$ cat src/rtl/vga_scan_out.sv
// rtl/vga_scan_out.sv - VGA raster scanner with registered TinyVGA pin stage; optional auto-cycle via FLAG_AUTOCYCLE_EN
module vga_scan_out #(
  parameter int H_ACTIVE     = 640,
  parameter int H_FP         = 16,
  parameter int H_SYNC       = 96,
  parameter int H_BP         = 48,
  parameter int V_ACTIVE     = 480,
  parameter int V_FP         = 10,
  parameter int V_SYNC       = 2,
  parameter int V_BP         = 33,
  parameter int NUM_FLAGS    = 16,
  parameter int CYCLE_FRAMES = 120
) (
  input  logic       clk,
  input  logic       rst_n,
  input  logic [5:0] color_in,
  input  logic [3:0] sel_in,
  output logic [9:0] pix_x,
  output logic [9:0] pix_y,
  output logic [3:0] flag_sel,
  output logic [7:0] frame_cnt,
  output logic       hsync,
  output logic       vsync,
  output logic [1:0] r,
  output logic [1:0] g,
  output logic [1:0] b
);

  localparam int H_TOTAL = H_ACTIVE + H_FP + H_SYNC + H_BP;
  localparam int V_TOTAL = V_ACTIVE + V_FP + V_SYNC + V_BP;

  // Full 10-bit constants so every counter comparison uses the whole value
  localparam logic [9:0] H_LAST   = 10'(H_TOTAL - 1);
  localparam logic [9:0] V_LAST   = 10'(V_TOTAL - 1);
  localparam logic [9:0] H_ACT    = 10'(H_ACTIVE);
  localparam logic [9:0] V_ACT    = 10'(V_ACTIVE);
  localparam logic [9:0] HS_FIRST = 10'(H_ACTIVE + H_FP);
  localparam logic [9:0] HS_LAST  = 10'(H_ACTIVE + H_FP + H_SYNC - 1);
  localparam logic [9:0] VS_FIRST = 10'(V_ACTIVE + V_FP);
  localparam logic [9:0] VS_LAST  = 10'(V_ACTIVE + V_FP + V_SYNC - 1);
  localparam logic [3:0] FLAG_LAST = 4'(NUM_FLAGS - 1);

  logic eof;
  logic active;
  logic hs;
  logic vs;

  // Decode the current counter position into frame end, visible region and sync windows
  always_comb begin
    eof    = (pix_x == H_LAST) && (pix_y == V_LAST);
    active = (pix_x < H_ACT) && (pix_y < V_ACT);
    hs     = (pix_x >= HS_FIRST) && (pix_x <= HS_LAST);
    vs     = (pix_y >= VS_FIRST) && (pix_y <= VS_LAST);
  end

  // Raster counters: x every clock, y on each line wrap, both wrap together at frame end
  always_ff @(posedge clk or negedge rst_n) begin
    if (!rst_n) begin
      pix_x <= '0;
      pix_y <= '0;
    end else if (pix_x == H_LAST) begin
      pix_x <= '0;
      pix_y <= (pix_y == V_LAST) ? '0 : pix_y + 10'd1;
    end else begin
      pix_x <= pix_x + 10'd1;
    end
  end

  // Completed-frame counter, naturally wrapping at 8 bits
  always_ff @(posedge clk or negedge rst_n) begin
    if (!rst_n) begin
      frame_cnt <= '0;
    end else if (eof) begin
      frame_cnt <= frame_cnt + 8'd1;
    end
  end

`ifdef FLAG_AUTOCYCLE_EN
  localparam int DIV_W = (CYCLE_FRAMES > 1) ? $clog2(CYCLE_FRAMES) : 1;
  localparam logic [DIV_W-1:0] DIV_LAST = DIV_W'(CYCLE_FRAMES - 1);

  logic [DIV_W-1:0] div_cnt;
  logic             unused_sel;

  // The requested index has no role when the flags advance on their own
  assign unused_sel = ^sel_in;

  // Advance to the next flag once every CYCLE_FRAMES frame ends
  always_ff @(posedge clk or negedge rst_n) begin
    if (!rst_n) begin
      div_cnt  <= '0;
      flag_sel <= '0;
    end else if (eof) begin
      if (div_cnt == DIV_LAST) begin
        div_cnt  <= '0;
        flag_sel <= (flag_sel == FLAG_LAST) ? '0 : flag_sel + 4'd1;
      end else begin
        div_cnt <= div_cnt + 1'b1;
      end
    end
  end
`else
  localparam logic [4:0] NUM_FLAGS_W = 5'(NUM_FLAGS);

  // Take the requested flag only at frame end so a frame never mixes two flags
  always_ff @(posedge clk or negedge rst_n) begin
    if (!rst_n) begin
      flag_sel <= '0;
    end else if (eof) begin
      flag_sel <= ({1'b0, sel_in} < NUM_FLAGS_W) ? sel_in : '0;
    end
  end
`endif

  // Pin stage: one clock behind the counters, blanking forces black, syncs active low
  always_ff @(posedge clk or negedge rst_n) begin
    if (!rst_n) begin
      r     <= '0;
      g     <= '0;
      b     <= '0;
      hsync <= 1'b1;
      vsync <= 1'b1;
    end else begin
      {r, g, b} <= active ? color_in : 6'd0;
      hsync     <= ~hs;
      vsync     <= ~vs;
    end
  end

endmodule

$ cat config.mk
export PLATFORM = sky130hd
export DESIGN_NAME = vga_scan_out
export DESIGN_NICKNAME = d
export VERILOG_FILES = /design/src/rtl/vga_scan_out.sv
export SDC_FILE = /design/constraint.sdc
export NUM_CORES = 1
export LEC_CHECK = 0
export BUFFER_PORTS_ARGS = -buffer_cell sky130_fd_sc_hd__buf_4
export CAP_MARGIN = 30
export CELL_PAD_IN_SITES_DETAIL_PLACEMENT = 1
export CELL_PAD_IN_SITES_GLOBAL_PLACEMENT = 1
export CORE_MARGIN = 5
export CORE_UTILIZATION = 35
export DETAILED_ROUTE_END_ITERATION = 10
export PLACE_DENSITY = 0.81
export SLEW_MARGIN = 10
export SYNTH_ARGS = -nofsm -noshare
export SYNTH_HDL_FRONTEND = slang
export SYNTH_SLANG_ARGS = --single-unit
$ cat constraint.sdc
create_clock -name clk -period 1.8 [get_ports clk]
set_input_delay 0.18 -clock clk [delete_from_list [all_inputs] [get_ports clk]]
set_output_delay 0.18 -clock clk [all_outputs]
set_load 0.005 [all_outputs]
==> impl_metrics.py <==
metrics = {
    "place": {
        "post-place-cells": 298,
        "routabilityCongestion": 0.825,
        "portBuffers": 51,
        "hpwlAfterDp_um": 3610,
    },
    "yosys": {
        "synth_edf_count": 0,
        "synthFlopType": "dfrtp_1",
        "synth_top_family_by_area": "simple AND/OR/NAND/NOR gates",
        "synth_xor_area_share_pct": 8.93,
        "netlist_instances": 163,
        "synthAdderAreaFrac_pct": 3.36,
        "ys_ff_latch": 40,
        "syn_nets": 180,
        "syn_avg_cell_area_um2": 11.4,
        "ys_warn_count": 0,
        "synth_compound_area_share_pct": 4.10,
        "ys_seq_area_share_pct": 53.9,
        "yosys.area_share.simple_pct": 23.5,
        "ys_async_sr_fraction_pct": 100,
        "synth_mux_area_share_pct": 3.02,
        "syn_area_mm2": 0.00186,
        "yosysUniqueCellTypes": 35,
    },
    "route": {
        "drtIter0Drc": 52,
        "drt-total-wl_um": 5180,
        "drt-pass1-iter-count": 4,
        "postRouteAntennaNets": 0,
        "vias_per_cell": 4.98,
        "via_count": 1548,
        "routedWlPerCell_um": 16.6,
        "drcViolationCount": 0,
    },
    "clock_tree": {
        "cts-root-buf": "clkbuf_8",
        "cts_htree_levels": 2,
        "cts_tree": "yes",
        "clk_latency_ps": 300,
        "clk_path_buf_depth": 2,
        "clock-sinks": 40,
        "clk_pin_slew_ps": 80,
        "cts-buffers-inserted": 5,
    },
    "final_layout": {
        "antenna_cells": 0,
        "layout_common_cells": "buf_4, dfrtp_1, xor2_1, nand2_1, nand3_1",
        "final_common_cell": "buf_4",
        "stdcell_count": 311,
        "nets": 257,
        "syn_to_final_growth_pct": 42.8,
        "drive_gt1_share_pct": 41.9,
    },
    "setup_path": {
        "worst-path-buf-inv": 2,
        "rr_endpoint": "flag_sel[1]$_DFFE_PN0P_",
        "path_class": "flop to flop",
        "crit_chain": "inv_2, ha_1, and4b_1, nand4_4, nor2_4, buf_12, mux2_4",
        "cp_data_required_time_ps": 1990,
        "r2r_slack_ps": 10,
        "r2r_cells": 7,
        "r2r_start": "pix_y[0]$_DFFE_PN0N_",
        "cp.arrival_ps": 1980,
        "worstPathMaxFanout": 8,
        "path_delay_family": "simple AND/OR/NAND/NOR gates",
        "start_kind": "flop",
        "end_kind": "flop",
        "critPathMaxStageDelay_ps": 390,
        "cpMaxStageDelayCell": "dfrtp_1",
    },
    "global_route": {
        "grt_overflow_total": 0,
        "grt_max_degree": 41,
        "track_usage_pct": 14.7,
        "grt_pass1_vias": 1737,
        "grt_pass1_wl_um": 8340,
        "antenna_found_initial": 0,
    },
    "floorplanning": {
        "initial_core_util_pct": 36.2,
        "rows": 26,
        "die_w_um": 83.0,
        "top_level_ports": 52,
        "dieArea_mm2": 0.00688,
        "fp.coreArea_mm2": 0.00514,
        "chipHeight_um": 83.0,
    },
    "pwr": {
        "powerDensity_mw_per_mm2": 640,
        "p_leak_nw": 1.32,
        "ir_drop_mv": 0.386,
        "power.total_w": 0.00170,
    },
    "timing": {
        "worstMarginPinSlew_ps": 504,
        "finalCritPeriodShare_pct": 99.4,
        "setup_viol": 0,
        "slew_headroom_pct": 66.4,
        "slew_violations": 0,
        "fmax_mhz": 559,
        "fin_crit_ps": 1790,
        "hold_viol": 0,
        "skew_ps": 6.20,
    },
    "job": {
        "drv_cap": 0,
    },
    "outcome": {
        "status": "completed",
    },
    "hold_path": {
        "hold_end": "b[0]$_DFF_PN0_",
        "min-delay-start": "color_in[0]",
        "hold_class": "input pin to flop",
        "worstHoldPathCells": 2,
    },
}
==> repair_timing <==
action | 4_1_cts | 5_1_grt
endpoints found under the hold margin | 38 | 0
hold buffers | 1 | 0
gates resized for setup | 0 | 12
endpoints found under the setup margin | 0 | 12
buffers inserted | 0 | 4
==> sequential cells by signal, summed over array words and instances, names as in the netlist <==
signal,flops
r,2
flag_sel,4
frame_cnt,8
g,2
b,2
hsync,1
vsync,1
pix_y,10
pix_x,10
==> metal layers <==
layer  GRT usage, %  vias up  part of all wire (%)
li1               -      718                     -
met2           24.5       41                    51
met5              0        -                     0
met4           5.50        0                  0.95
met3           4.75        5                   5.3
met1           17.5      784                    43
==> per-stage QoR <==
stage	util [%]	area [um^2]	worst slack, ps	hold slack [ps]	TNS, ps
CTS	49.9	2560	3.83	77.8	0
finish	51.8	2660	11.1	82.8	0
global placement	47.5	2440	111	186	0
detailed placement	47.5	2440	30.1	190	0
floorplan	-	1860	35.7	-116	0
global route	51.8	2660	-76.0	70.6	-491
==> power breakdown <==
part / internal (W) / leakage [nW] / total, W / switching, W
Sequential: 0.000905 / 0.524 / 0.000906 / 0.00000170
Clock: 0.000410 / 0.0541 / 0.000743 / 0.000332
Combinational: 0.0000277 / 0.747 / 0.0000533 / 0.0000255
==> cell families (layout without fill, tap and decap cells) <==
family                     count (synthesis)  in the layout
and+or+nand+nor                           68             68
xor gates and xnor gates                  19             19
buffers and inverters                     13             91
muxes                                      5              5
AOI/OAI and AO/OA                         13             13
adders and majority gates                  5              5
DFF                                       40             40
==> worst max-delay path by stage <==
stage          depth (start not counted)  slack, ps            startpoint                        to
4_1_cts                                4          4    pix_x[0]$_DFF_PN0_      pix_y[6]$_DFFE_PN0N_
3_5_place_dp                           4         30    pix_x[1]$_DFF_PN0_      pix_y[6]$_DFFE_PN0N_
3_3_place_gp                           6        110  pix_y[1]$_DFFE_PN0N_   flag_sel[1]$_DFFE_PN0P_
6_report                               7         10  pix_y[0]$_DFFE_PN0N_   flag_sel[1]$_DFFE_PN0P_
2_1_floorplan                          6         40  pix_y[0]$_DFFE_PN0N_   flag_sel[0]$_DFFE_PN0P_
5_1_grt                                7        -80  pix_y[1]$_DFFE_PN0N_  frame_cnt[6]$_DFFE_PN0P_
==> worst register-to-register path: stages, from the launching register on <==
cell,delay [ps]
dfrtp_1,390
inv_2,80
ha_1,150
and4b_1,260
nand4_4,170
nor2_4,180
buf_12,150
mux2_4,300
==> synthesized netlist by cell type (all sizes together) (6+ instances only) <==
cell type,n,area share [%]
dfrtp,38,51
nand2,10,2.0
o21ai,7,1.9
xor2,14,6.6
nor2,10,2.6
nand3,11,3.6
nor3,6,1.6
inv,9,1.8
nand4,6,2.8
and2,8,2.7
==> cell type report <==
class,count,area [um^2]
Timing Repair Buffer,74,574
Sequential cell,40,1000
Inverter,9,33.8
Tap cell,70,87.6
Fill cell,601,2480
Multi-Input combinational cell,110,850
Clock buffer,5,68.8
Clock inverter,3,42.5
(Power assumes the default switching activity.)
